===== src/rtl/rv32i_types_pkg.sv =====
// Shared types for the rv32i two-stage pipeline.
// Holds the special-instruction sequencer state encoding and its defaults.
package rv32i_types_pkg;

  localparam int unsigned FlushTimeoutDefault = 1024;
  localparam int unsigned SeqCntWDefault      = 16;

  typedef enum logic [2:0] {
    SeqRun,
    SeqDflush,
    SeqIclear,
    SeqRedirect,
    SeqWfiWait,
    SeqHaltDrain,
    SeqHalted
  } seq_state_t;

endpackage


===== src/rtl/seq_timeout_counter.sv =====
// Cycle counter bounding a cache handshake.
// expire_o flags the last allowed cycle; FLUSH_TIMEOUT of 0 never expires.
module seq_timeout_counter
  import rv32i_types_pkg::*;
#(
  parameter int unsigned CNT_W         = SeqCntWDefault,
  parameter int unsigned FLUSH_TIMEOUT = FlushTimeoutDefault
) (
  input  logic clk_i,
  input  logic rst_i,
  input  logic clear_i,
  input  logic enable_i,
  output logic expire_o
);

  localparam logic [CNT_W-1:0] LastCount =
      (FLUSH_TIMEOUT == 0) ? '0 : CNT_W'(FLUSH_TIMEOUT - 1);

  logic [CNT_W-1:0] count_q, count_d;

  always_comb begin
    count_d = count_q;
    if (clear_i) begin
      count_d = '0;
    end else if (enable_i) begin
      count_d = count_q + 1'b1;
    end
  end

  always_ff @(posedge clk_i) begin
    if (rst_i) begin
      count_q <= '0;
    end else begin
      count_q <= count_d;
    end
  end

  assign expire_o = (FLUSH_TIMEOUT != 0) && (count_q == LastCount);

endmodule


===== src/rtl/pipeline_sequencer.sv =====
// Multi-cycle sequencer for fence.i, wfi and halt in the two-stage pipeline.
// Stalls the pipe, drives cache flush/clear handshakes and the final redirect.
module pipeline_sequencer
  import rv32i_types_pkg::*;
#(
  parameter int unsigned FLUSH_TIMEOUT = FlushTimeoutDefault,
  parameter int unsigned CNT_W         = SeqCntWDefault
) (
  input  logic        CLK,
  input  logic        RST,
  input  logic        instr_valid,
  input  logic [31:0] pc,
  input  logic        ifence,
  input  logic        wfi,
  input  logic        halt,
  input  logic        exception,
  input  logic        irq_pending,
  input  logic        dmem_busy,
  input  logic        dcache_flush_done,
  input  logic        icache_clear_done,
  output logic        dcache_flush,
  output logic        icache_clear,
  output logic        stall,
  output logic        flush,
  output logic        redirect,
  output logic [31:0] redirect_pc,
  output logic        wfi_active,
  output logic        halted,
  output logic        timeout_err
);

  seq_state_t  state_q, state_d;
  logic [31:0] saved_pc_q, saved_pc_d;
  logic        timeout_err_q, timeout_err_d;
  logic        accept;
  logic        cnt_clear, cnt_enable, cnt_expire;

  // RST gates accept so the combinational stall cannot fire during reset.
  assign accept = instr_valid & ~exception & ~RST & (state_q == SeqRun);

  always_comb begin
    state_d       = state_q;
    saved_pc_d    = saved_pc_q;
    timeout_err_d = timeout_err_q;
    dcache_flush  = 1'b0;
    icache_clear  = 1'b0;
    stall         = 1'b0;
    flush         = 1'b0;
    redirect      = 1'b0;
    redirect_pc   = '0;
    wfi_active    = 1'b0;
    halted        = 1'b0;
    cnt_enable    = 1'b0;

    case (state_q)
      SeqRun: begin
        if (accept) begin
          if (halt) begin
            state_d = SeqHaltDrain;
            stall   = 1'b1;
          end else if (ifence) begin
            state_d    = SeqDflush;
            saved_pc_d = pc;
            stall      = 1'b1;
          end else if (wfi && !irq_pending) begin
            state_d = SeqWfiWait;
            stall   = 1'b1;
          end
        end
      end
      SeqDflush: begin
        dcache_flush = 1'b1;
        stall        = 1'b1;
        cnt_enable   = ~dcache_flush_done;
        if (dcache_flush_done || cnt_expire) begin
          state_d = SeqIclear;
          if (!dcache_flush_done) timeout_err_d = 1'b1;
        end
      end
      SeqIclear: begin
        icache_clear = 1'b1;
        stall        = 1'b1;
        cnt_enable   = ~icache_clear_done;
        if (icache_clear_done || cnt_expire) begin
          state_d = SeqRedirect;
          if (!icache_clear_done) timeout_err_d = 1'b1;
        end
      end
      SeqRedirect: begin
        flush       = 1'b1;
        redirect    = 1'b1;
        redirect_pc = saved_pc_q + 32'd4;
        state_d     = SeqRun;
      end
      SeqWfiWait: begin
        stall      = 1'b1;
        wfi_active = 1'b1;
        if (irq_pending) state_d = SeqRun;
      end
      SeqHaltDrain: begin
        stall = 1'b1;
        if (!dmem_busy) state_d = SeqHalted;
      end
      SeqHalted: begin
        stall  = 1'b1;
        halted = 1'b1;
      end
      default: state_d = SeqRun;
    endcase
  end

  // Any state change restarts the budget, which covers entry to both handshake states.
  assign cnt_clear = (state_d != state_q);

  seq_timeout_counter #(
    .CNT_W        (CNT_W),
    .FLUSH_TIMEOUT(FLUSH_TIMEOUT)
  ) u_timeout (
    .clk_i   (CLK),
    .rst_i   (RST),
    .clear_i (cnt_clear),
    .enable_i(cnt_enable),
    .expire_o(cnt_expire)
  );

  always_ff @(posedge CLK) begin
    if (RST) begin
      state_q       <= SeqRun;
      saved_pc_q    <= '0;
      timeout_err_q <= 1'b0;
    end else begin
      state_q       <= state_d;
      saved_pc_q    <= saved_pc_d;
      timeout_err_q <= timeout_err_d;
    end
  end

  assign timeout_err = timeout_err_q;

endmodule


===== config.mk =====
export PLATFORM = sky130hd
export DESIGN_NAME = pipeline_sequencer
export DESIGN_NICKNAME = d
export VERILOG_FILES = /design/src/rtl/rv32i_types_pkg.sv /design/src/rtl/seq_timeout_counter.sv /design/src/rtl/pipeline_sequencer.sv
export SDC_FILE = /design/constraint.sdc
export NUM_CORES = 1
export LEC_CHECK = 0
export ABC_AREA = 1
export BUFFER_PORTS_ARGS = -buffer_cell sky130_fd_sc_hd__buf_2
export CAP_MARGIN = 15
export CELL_PAD_IN_SITES_DETAIL_PLACEMENT = 1
export CELL_PAD_IN_SITES_GLOBAL_PLACEMENT = 1
export CORE_ASPECT_RATIO = 0.5
export CORE_UTILIZATION = 33
export CTS_CLUSTER_DIAMETER = 60
export DETAILED_ROUTE_END_ITERATION = 8
export PLACE_DENSITY_LB_ADDON = 0.15
export SLEW_MARGIN = 20
export SYNTH_ARGS = -nofsm -noshare
export SYNTH_HDL_FRONTEND = slang
export SYNTH_SLANG_ARGS = --single-unit

===== constraint.sdc =====
create_clock -name CLK -period 1.7 [get_ports CLK]
set_input_delay 0.17 -clock CLK [delete_from_list [all_inputs] [get_ports CLK]]
set_output_delay 0.17 -clock CLK [all_outputs]
set_load 0.02 [all_outputs]

# Yosys cells after proc, flatten, opt, wreduce, memory -nomap -nowiden
# Cells that the tools add are included.
# totals
word_cells	62
output_inout_bits	40
register_bits	52
# op_classes
muxes	26
n_reduce_logical	10
n_eq_ne	12
bitwise_logic	8
addsub	2
# op_table
cell	count
32-bit by 3-bit adder with 32-bit output (second input constant)	1
32-bit 2-to-1 mux	1
3-bit 2-to-1 mux	8
3-bit one-hot mux with 6 select lines	1
16-bit by 1-bit adder with 16-bit output (second input constant)	1
16-bit by 10-bit equality test with 1-bit output (second input constant)	1
1-bit 2-to-1 mux	13
3-bit equality test (second input constant)	3
2-bit != test (second input constant)	4
3-bit by 2-bit equality test with 1-bit output (second input constant)	2
1-bit one-hot mux with 2 select lines	3
1-bit NOT	5
5-bit AND reduction	1
5-bit OR reduction	1
4-bit AND reduction	1
1-bit AND	3
3-bit by 1-bit equality test with 1-bit output (second input constant)	1
3-bit logical NOT	1
3-bit != test	1
1-bit logical OR	2
2-bit nonzero test	1
2-bit OR reduction	1
1-bit logical AND	1
1-bit logical NOT	1

# Depth between registers and ports, before layout
# Gate-level depths: netlist of run 1.
# depth
ltp_word	9
mapped_depth	12

# Hierarchy
# A second synthesis of run 1 with hierarchy kept.
# unflattened
hier_cells	556
hier_area_um2	3397.0
# modules_own_cells
mod	seq_area_each_um2	cells_per_inst	area_each_um2	instances
pipeline_sequencer	720.7	428	2551.2	1
seq_timeout_counter	320.3	128	845.8	1

# Worst setup path before layout of run 1
# No wires, ideal clock.
# synth_path
path_type	reg-to-output
startpoint	reg saved_pc_q[2]
endpoint	out redirect_pc[24]
t_required_ns	1.530
t_arrival_ns	1.635
path_stages_with_launch	10
setup_slack_ns	-0.105
n_path_buf	0
path_cell_list	dfxtp_1 > ha_1 > nand3_1 > nor3_2 > nand2_1 > nor2_1 > nand2_1 > nor2_1 > nor2_1 > nor2_1
# synth_between
elab_chain_len	2
# synth_lines
item	line_no	rtl
from (decl)	pipeline_sequencer.sv:33	logic [31:0] saved_pc_q, saved_pc_d;
from (signal assigned)	pipeline_sequencer.sv:133	saved_pc_q <= saved_pc_d;
32-bit by 3-bit adder with 32-bit output	pipeline_sequencer.sv:92	redirect_pc = saved_pc_q + 32'd4;
32-bit 2-to-1 mux	pipeline_sequencer.sv:55	case (state_q)
to (decl)	pipeline_sequencer.sv:26	output logic [31:0] redirect_pc,
# No other way between the ends.

# Final worst setup path of run 1
# layout_path
startpoint	reg saved_pc_q[3]
endpoint	out redirect_pc[26]
# Same word-level chain as after synthesis.

==> results of run 1 <==
[cells by family (layout without fill, tap and decap cells)]
family / Yosys count / in the layout
buf+inv: 83 / 255
compound gates: 80 / 80
flops: 52 / 52
fa+ha+maj: 2 / 2
mux: 1 / 1
xor+xnor: 27 / 27
simple gates: 282 / 283
[area by class of cell]
cell class,count,area (um2)
Fill cell,1220,4000
Tap cell,135,169
Sequential cell,52,1100
Multi-Input combinational cell,393,2560
Clock inverter,3,42.5
Timing Repair Buffer,181,1360
Inverter,66,258
Clock buffer,5,125
[placed cells by master (no fill, tap or decap), drive strengths merged, types with 2 or more instances in the layout]
| master | count |
|---|---|
| dfxtp | 52 |
| xnor2 | 10 |
| nor3 | 24 |
| xor2 | 17 |
| o21ai | 39 |
| nor2 | 127 |
| buf | 179 |
| inv | 65 |
| nand4 | 9 |
| ha | 2 |
| clkinv | 2 |
| nand2 | 97 |
| nor3b | 3 |
| a21oi | 37 |
| clkbuf | 7 |
| nand3 | 20 |
[registers in the layout, indices dropped and copies added, names as in the netlist]
signal             flops
timeout_err            1
state_q                3
saved_pc_q            32
u_timeout.count_q     16
[metal layers]
metal	vias up	global-route usage [%]	part of all wire (%)
li1	2017	-	-
met1	2131	32.3	42
met2	167	48.8	49
met3	59	5.58	5.0
met4	0	12.4	4.0
met5	-	0	0
[final timing paths]
kind | to | from | slack [ns]
hold / removal | state_q[0] | RST | 0.13
hold reg to reg | saved_pc_q[0] | saved_pc_q[0] | 0.52
setup / recovery | redirect_pc[26] | saved_pc_q[3] | -0.51
setup reg to reg | u_timeout.count_q[6] | state_q[1] | 0.13
[through the flow]
stage               std cells  area (um2)  hold slack, ns  power (W)  utilization, %
finish                    835        5610           0.127    0.00284            58.4
CTS                       824        5190           0.121    0.00278            54.1
global route              835        5610           0.138    0.00291            58.4
global placement          799        4380           0.421    0.00156            45.6
detailed placement        799        4380           0.437    0.00156            45.6
floorplan                 527        3320           0.239    0.00144               -
[power breakdown]
group | switching, W | internal (W)
registers | 0.0000296 | 0.00123
logic | 0.000211 | 0.000133
clock network | 0.000538 | 0.000695
total | 0.000779 | 0.00206
[timing repair]
action	in CTS	in global routing
pin swaps	38	41
resized for setup	164	91
buffers inserted	17	12
gates cloned	2	1
setup endpoints to repair	49	62
==> flow_summary_export.csv, run 1 <==
group,metric,value,unit
run_status,status,"finished, violations left",
run_status,violations,"setup timing",
setup_path,crit_path_cell_trace,"ha_4 > nand3_4 > nor3_4 > nand2_2 > nor2_4 > buf_6 > nand2_4 > xor2_4 > nor2_4 > buf_6",
sta,fin_ws,-0.509,ns
logic_synthesis,avgSynthCellArea,6.28,um2
logic_synthesis,synthFlopType,"dfxtp_1",
floorplanning,core-area,9600,um2
setup_path,crit_buf_inv,2,
clocking,root_buffer,"clkbuf_16",
logic_synthesis,synthMostInstantiatedCell,"nor2_1",
global_routing,overflow,0,
global_routing,grt_pass1_wl,21800,um
setup_path,max_stage_delay,0.37,ns
clocking,cts.sinks,52,
logic_synthesis,yosysSeqAreaShare,31.5,%
clocking,cts_buffers,5,
pwr,p_leak,2.46,nW
placed_design,place.gp.congestion,0.879,
routing,drc,0,
setup_path,reg2regPathDepth,10,
routing,viasPerCell,5.24,
sta,fin_crit_sh,130,%
sta,report.final.slew_viol_count,0,
clocking,holdBufCountCts,0,
final_layout,nets,744,
global_routing,grtUsageTotal,27.4,%
logic_synthesis,synth-edff-count,0,
global_routing,grt_pass1_vias,4292,
sta,setup_violations,26,
logic_synthesis,yosysTopAreaCellShare,31.5,%
setup_path,crit_path_end_kind,"output port",
clocking,clk_pin_slew,0.08,ns
setup_path,required,1.53,ns
pwr,p_per_area,506,nW/um2
sta,rsz0062_at_grt,"yes",
placed_design,dpl.hpwl,8580,um
final_layout,area_growth,69.4,%
clocking,insertion_delay,0.31,ns
floorplanning,die_h,72.8,um
logic_synthesis,synthAdderAreaFrac,0.756,%
sta,slew_headroom,77.9,%
sta,final_hold_viol_count,0,
final_layout,layout-drive-gt1-share,51.1,%
sta,tns,-9.80,ns
routing,drt-wirelength-per-cell,19.6,um
logic_synthesis,synth_common_cells,"nor2_1 (114), nand2_1 (88), inv_1 (59), dfxtp_1 (52), o21ai_0 (39)",
routing,num_vias,4374,
setup_path,worstPathArrival,2.04,ns
routing,postRouteAntennaNets,0,
logic_synthesis,synthTopCellsByArea,"dfxtp_1 (31%), nor2_1 (13%), nand2_1 (10%), inv_1 (6.7%), o21ai_0 (5.9%)",
logic_synthesis,synth_top_area_cell,"dfxtp_1",
clocking,max-clock-path-buffers,2,
setup_path,path_max_fanout,2,
final_layout,diodes,0,
pwr,ir_worst_vdd,0.359,mV
logic_synthesis,synth.distinct_cells,33,
setup_path,cpMaxStageDelayCell,"dfxtp_2",
floorplanning,die_area,10500,um2
logic_synthesis,synth_simple_gate_area_share,37.4,%
clocking,htreeDepth,2,
min_path,hp-class,"input pin to flip-flop",
floorplanning,dieWidth,144,um
min_path,min_path_cells,2,
placed_design,place_ws,-0.149,ns
floorplanning,initial_utilization,34.5,%
routing,drtPass1Iterations,4,
sta,fmax,453,MHz
logic_synthesis,ys_async_sr_fraction,0,%
setup_path,startpoint_type,"flip-flop",
setup_path,crit_family,"simple AND/OR/NAND/NOR gates",
flow_run,maxCapViolCount,0,
logic_synthesis,synth_xor_area_share,7.15,%
floorplanning,rows,25,
logic_synthesis,synth_top_family_by_area,"simple AND/OR/NAND/NOR gates",
logic_synthesis,synthCells,527,
logic_synthesis,syn_nets,572,
sta,post-route-min-period,2.21,ns
logic_synthesis,synth_area,3310,um2
sta,worst_slew_pin_slew,0.332,ns
routing,drt_wl_total,16400,um
floorplanning,ios,83,
global_routing,antenna_found_initial,0,
logic_synthesis,synth_compound_area_share,12.6,%
logic_synthesis,synth-seq-cells,52,
setup_path,cp.depth,10,
logic_synthesis,yosys_warnings,0,
clocking,cts_tree,"done",
routing,initialDrtViolationCount,234,
global_routing,grt_max_degree,52,
setup_path,worstSetupPathType,"flip-flop to output port",
logic_synthesis,synth_mux_area_share,0.340,%
sta,clock_skew,0.0137,ns
placed_design,portBuffers,82,
Power figures use the tool's default switching activity.
==> inputs of run 2 (changes only) <==
--- a/config.mk
+++ b/config.mk
@@ -14,7 +14,8 @@
 export CORE_UTILIZATION = 33
 export CTS_CLUSTER_DIAMETER = 60
 export DETAILED_ROUTE_END_ITERATION = 8
-export PLACE_DENSITY_LB_ADDON = 0.15
+export PLACE_DENSITY_LB_ADDON = 0.1
+export REMOVE_ABC_BUFFERS = 1
 export SLEW_MARGIN = 20
 export SYNTH_ARGS = -nofsm -noshare
 export SYNTH_HDL_FRONTEND = slang
==> run 2 against run 1 <==
- the run still ends with setup timing left
- sequential share of layout area is 0.43 points lower
- register-to-register slack got worse by 0.12 ns
- wire length down 9.8%
- cell count grew 0.36%
- worst setup slack better by 0.0076 ns
- clock-buffer cell count is 1 higher
- total power fell by 0.48%
- critical endpoint is now redirect_pc[10]
==> flow_summary_export.csv, run 2 (synthesis results as in run 1) <==
group,metric,value,unit
run_status,status,"finished, violations left",
run_status,violations,"setup timing",
final_layout,final_cells,838,
sta,fin_crit_sh,129,%
min_path,min_from,"pc[17]",
setup_path,crit_path_cell_trace,"ha_4 > nand3_4 > nor3_4 > buf_6 > nand2_4 > nor2_4 > inv_2 > buf_4 > a21oi_1 > buf_4",
clocking,insertion_delay,0.30,ns
setup_path,r2r_setup_slack,0.01,ns
sta,fmax,454,MHz
setup_path,max_stage_delay,0.39,ns
setup_path,crit_path_end_kind,"output port",
sta,clock_skew,0.00427,ns
routing,viasPerCell,5.06,
global_routing,grt_pass1_wl,19600,um
pwr,intPower,0.00209,W
sta,hold_ws,0.121,ns
routing,drc,0,
clocking,root_buffer,"clkbuf_16",
setup_path,reg2regPathDepth,8,
pwr,p_leak,2.43,nW
final_layout,largest_reg_flops,32,
pwr,ir_worst_vdd,0.398,mV
final_layout,diodes,0,
routing,num_vias,4240,
setup_path,worstSetupPathType,"flip-flop to output port",
setup_path,worstPathArrival,2.03,ns
min_path,hp-class,"input pin to flip-flop",
setup_path,required,1.53,ns
routing,drtPass1Iterations,4,
routing,initialDrtViolationCount,148,
min_path,min_path_cells,3,
setup_path,crit_family,"buffers and inverters",
final_layout,finish.utilization,59.1,%
global_routing,antenna_found_initial,0,
sta,fin_ws,-0.501,ns
sta,post-route-min-period,2.20,ns
clocking,cts_buffers,5,
setup_path,startpoint_type,"flip-flop",
floorplanning,initial_utilization,34.5,%
sta,slew_headroom,74.1,%
sta,report.final.slew_viol_count,0,
final_layout,largest-register,"saved_pc_q",
floorplanning,rows,25,
setup_path,path_max_fanout,2,
setup_path,reg2reg_from,"state_q[1]",
setup_path,crit_buf_inv,4,
setup_path,r2r-end,"saved_pc_q[2]",
global_routing,grt_pass1_vias,3997,
routing,postRouteAntennaNets,0,
routing,drt-wirelength-per-cell,17.6,um
pwr,p_sw,0.000735,W
flow_run,maxCapViolCount,0,
sta,final_hold_viol_count,0,
floorplanning,core-area,9600,um2
floorplanning,dieWidth,144,um
placed_design,portBuffers,82,
sta,rsz0062_at_grt,"yes",
placed_design,dpl.hpwl,8610,um
clocking,clk_pin_slew,0.07,ns
min_path,worstHoldEndpoint,"saved_pc_q[17]",
placed_design,place_inst,808,
pwr,swShare,26.0,%
pwr,power_frac_clock,41.6,%
floorplanning,die_area,10500,um2
pwr,p_per_area,497,nW/um2
clocking,max-clock-path-buffers,2,
placed_design,place.gp.congestion,0.855,
global_routing,grtUsageTotal,24.5,%
final_layout,area_growth,71.6,%
pwr,p_seq_share,44.6,%
clocking,cts_tree,"done",
clocking,htreeDepth,2,
final_layout,final_common_cell,"buf_4",
setup_path,cpMaxStageDelayCell,"dfxtp_4",
pwr,pwr-share-comb,13.7,%
clocking,cts.sinks,52,
final_layout,reg_top3,"saved_pc_q: 32 flops, u_timeout.count_q: 16 flops, state_q: 3 flops",
sta,worst_slew_pin_slew,0.384,ns
routing,drt_wl_total,14800,um
sta,setup_violations,27,
floorplanning,die_h,72.8,um
global_routing,grt_max_degree,52,
final_layout,layout-drive-gt1-share,51.5,%
floorplanning,ios,83,
setup_path,cpMostUsedCell,"buf_4",
global_routing,overflow,0,
final_layout,layout_common_cells,"buf_4 (98), nor2_1 (89), nand2_1 (56)",
final_layout,nets,747,
run 2: worst max path at each step:
stage / start / to / slack, ns / cells after the start
floorplan: state_q[1] / redirect_pc[16] / -0.87 / 4
global placement: saved_pc_q[2] / redirect_pc[24] / -0.11 / 10
detailed placement: saved_pc_q[2] / redirect_pc[24] / -0.17 / 10
CTS: saved_pc_q[3] / redirect_pc[18] / -0.38 / 11
global route: saved_pc_q[2] / redirect_pc[23] / -0.54 / 11
finish: saved_pc_q[2] / redirect_pc[10] / -0.50 / 10
run 2: repair_timing:
item | in CTS | in global routing
resized for setup | 150 | 109
hold buffers | 0 | 0
hold endpoints to repair | 0 | 0
gates cloned | 1 | 1
pin swaps | 46 | 44
endpoints found under the setup margin | 49 | 61
buffers inserted | 9 | 12
run 2: layer usage:
layer | track usage, % | routed length (um) | vias to the layer above | part of all wire (%)
met4 | 6.74 | 637 | 0 | 4.3
met3 | 4.20 | 610 | 60 | 4.1
met5 | 0 | 0 | - | 0
li1 | - | - | 2018 | -
met1 | 29.3 | 6180 | 2033 | 42
met2 | 45.7 | 7340 | 129 | 50
run 2: layout make-up:
cell class | instances | area [um2]
fillers | 1200 | 3920
multi-input cells | 393 | 2590
repair buffers | 184 | 1410
flip-flops and latches | 52 | 1090
inverters | 66 | 260
well taps | 135 | 169
clock buffers | 6 | 129
clock inverters | 2 | 35.0
run 2: worst register-to-register path: cells and delay by family, from the launching register on:
family | cells | cell delay, ns
buffers and inverters | 2 | 0.33
AO/OA/AOI/OAI | 1 | 0.36
AND/OR/NAND/NOR | 5 | 0.49
flip-flops | 1 | 0.37
run 2: power groups by stage:
stage	logic [W]	clock network (W)	registers (W)
2_1_floorplan	0.000142	0	0.00128
3_3_place_gp	0.000286	0	0.00128
3_5_place_dp	0.000291	0	0.00129
4_1_cts	0.000321	0.00119	0.00126
5_1_grt	0.000419	0.00124	0.00126
6_report	0.000388	0.00117	0.00126
run 2: through the flow:
| step | instance area (um2) | setup TNS [ns] | setup slack [ns] | power, W |
|---|---|---|---|---|
| after floorplan | 3220 | -18.12 | -0.870 | 0.00143 |
| after global placement | 4430 | -0.882 | -0.112 | 0.00157 |
| after detailed placement | 4430 | -1.57 | -0.171 | 0.00158 |
| after CTS | 5140 | -6.44 | -0.384 | 0.00277 |
| after global routing | 5680 | -11.12 | -0.537 | 0.00292 |
| final | 5680 | -9.24 | -0.501 | 0.00282 |
==> inputs of run 3 (changes only) <==
--- a/config.mk
+++ b/config.mk
@@ -6,13 +6,12 @@
 export NUM_CORES = 1
 export LEC_CHECK = 0
 export ABC_AREA = 1
-export BUFFER_PORTS_ARGS = -buffer_cell sky130_fd_sc_hd__buf_2
+export BUFFER_PORTS_ARGS = -buffer_cell sky130_fd_sc_hd__clkbuf_2
 export CAP_MARGIN = 15
 export CELL_PAD_IN_SITES_DETAIL_PLACEMENT = 1
 export CELL_PAD_IN_SITES_GLOBAL_PLACEMENT = 1
 export CORE_ASPECT_RATIO = 0.5
 export CORE_UTILIZATION = 33
-export CTS_CLUSTER_DIAMETER = 60
 export DETAILED_ROUTE_END_ITERATION = 8
 export PLACE_DENSITY_LB_ADDON = 0.1
 export REMOVE_ABC_BUFFERS = 1
==> constraint.sdc (replaced) <==
create_clock -name CLK -period 1.7 [get_ports CLK]
set_input_delay 0 -clock CLK [delete_from_list [all_inputs] [get_ports CLK]]
set_output_delay 0 -clock CLK [all_outputs]
set_load 0.02 [all_outputs]
==> run 3 against run 2 <==
- the flow finishes with violations (hold timing, setup timing)
- fmax is 11% higher
- largest power group unchanged
- sequential power hardly changed
- global-route usage down 1.1 points
==> flow_summary_export.csv, run 3 (synthesis results as in run 1) <==
group,metric,value,unit
sta,report.final.slew_viol_count,0,
sta,fmax,506,MHz
global_routing,overflow,0,
placed_design,portBuffers,82,
floorplanning,ios,83,
setup_path,startpoint_type,"flip-flop",
clocking,clk_pin_slew,0.07,ns
setup_path,path_max_fanout,3,
setup_path,crit_path_cell_trace,"ha_4 > nand3_4 > nor3_4 > nand2_2 > nor2_4 > nand2_2 > buf_6 > o21ai_2 > a21oi_2 > clkbuf_8",
setup_path,crit_buf_inv,2,
routing,initialDrtViolationCount,128,
final_layout,reg_top3,"saved_pc_q: 32 flops, u_timeout.count_q: 16 flops, state_q: 3 flops",
sta,post-route-min-period,1.98,ns
floorplanning,dieWidth,144,um
final_layout,area_growth,59.2,%
final_layout,layout-drive-gt1-share,42.9,%
clocking,htreeDepth,2,
setup_path,cpMaxStageDelayCell,"dfxtp_2",
setup_path,worstSetupPathType,"flip-flop to output port",
pwr,finalPower,0.00268,W
run_status,violations,"hold timing, setup timing",
final_layout,fill_cells,1241,
setup_path,cpMostUsedCell,"nand2_2",
placed_design,dpl.hpwl,8290,um
sta,worst_slew_pin_slew,0.345,ns
floorplanning,die_h,72.8,um
clocking,insertion_delay,0.30,ns
floorplanning,rows,25,
final_layout,layout_common_cells,"nor2_1 (90), nand2_1 (71), buf_4 (64)",
placed_design,place.gp.congestion,0.877,
clocking,root_buffer,"clkbuf_16",
final_layout,largest-register,"saved_pc_q",
routing,postRouteAntennaNets,0,
routing,viasPerCell,4.89,
setup_path,required,1.70,ns
final_layout,multi_input_area,2420,um2
sta,setup_violations,24,
routing,drt_wl_total,12700,um
setup_path,reg2regPathDepth,9,
global_routing,grt_pass1_wl,18900,um
sta,rsz0062_at_grt,"yes",
min_path,min_from,"pc[28]",
setup_path,crit_family,"simple AND/OR/NAND/NOR gates",
setup_path,startpoint,"saved_pc_q[2]",
setup_path,crit_path_end_kind,"output port",
sta,clock_skew,0.00420,ns
sta,slew_headroom,76.9,%
routing,drc,0,
flow_run,maxCapViolCount,0,
global_routing,grt_pass1_vias,3964,
setup_path,cp.depth,10,
setup_path,worstPathArrival,1.98,ns
min_path,hp-class,"input pin to flip-flop",
routing,drt-wirelength-per-cell,15.5,um
routing,num_vias,3997,
global_routing,antenna_found_initial,0,
sta,final_hold_viol_count,1,
run_status,status,"finished, violations left",
pwr,ir_worst_vdd,0.346,mV
final_layout,largest_reg_flops,32,
final_layout,nets,727,
global_routing,grtUsageTotal,23.4,%
min_path,min_path_cells,3,
clocking,max-clock-path-buffers,2,
floorplanning,core-area,9600,um2
setup_path,reg2reg_from,"state_q[2]",
setup_path,max_stage_delay,0.38,ns
pwr,p_per_area,508,nW/um2
floorplanning,initial_utilization,34.5,%
clocking,cts_buffers,5,
floorplanning,die_area,10500,um2
final_layout,diodes,0,
clocking,cts.sinks,52,
sta,fin_ws,-0.276,ns
routing,drtPass1Iterations,4,
sta,fin_crit_sh,116,%
final_layout,final_common_cell,"nor2_1",
clocking,cts_tree,"done",
final_layout,regArea,1080,um2
pwr,p_leak,2.20,nW
global_routing,grt_max_degree,33,
sta,hold_ws,-0.000227,ns
==> run 3: cell types whose count changed in the layout (fill, tap and decap cells not counted), sizes merged <==
cell	delta
buf	-107
dlygate4sd3	+25
bufinv	-1
clkbuf	+62
clkinv	+1
==> run 3: power by group <==
part	internal (W)	total [W]	switching [W]
sequential	0.00124	0.00126	0.0000257
combinational	0.000151	0.000340	0.000189
clock	0.000583	0.00107	0.000492
total	0.00197	0.00268	0.000707
==> run 3: path summary, 6_finish.rpt <==
kind	end	slack (ns)
setup / recovery	redirect_pc[20]	-0.28
hold / removal	saved_pc_q[28]	-0.0002
setup reg to reg	u_timeout.count_q[9]	0.08
hold reg to reg	saved_pc_q[0]	0.46
==> run 3: layout make-up <==
class                      count  area share, %
clock inverter                 2          0.190
clock buffer                   6           2.64
multi-input combinational    393           45.9
timing repair buffer         164           22.9
sequential                    52           20.5
tap                          135           3.21
inverter                      66           4.70
==> run 3: layer usage <==
layer	global-route usage [%]	vias to the layer above	wire length [um]
li1	-	1974	-
met3	3.67	30	427
met4	6.62	0	310
met5	0	-	0
met2	42.6	83	6340
met1	28.9	1910	5590
==> run 3: timing repair <==
item                       4_1_cts  5_1_grt
setup endpoints to repair       41       48
hold endpoints to repair        27        0
pin swaps                       26       27
cloned                           1        0
resized for setup              120       83
hold buffers                    25        0
setup buffers                    7        8
==> run 3: per-stage QoR <==
stage / TNS (ns) / setup slack (ns) / instance area, um2 / std cells / utilization (%)
final: -4.10 / -0.276 / 5270 / 818 / 54.9
after global routing: -6.43 / -0.338 / 5270 / 818 / 54.9
after CTS: -2.39 / -0.212 / 4970 / 811 / 51.8
after detailed placement: -0.461 / -0.0534 / 4130 / 770 / 43.0
after global placement: 0 / 0.00311 / 4130 / 770 / 43.0
after floorplan: -12.68 / -0.700 / 3220 / 510 / -
==> run 3: worst register-to-register path: cells and delay by family (launching register included) <==
family | cells | cell delay, ns
buf+inv | 1 | 0.09
simple gates | 6 | 0.62
flops | 1 | 0.45
compound gates | 2 | 0.37
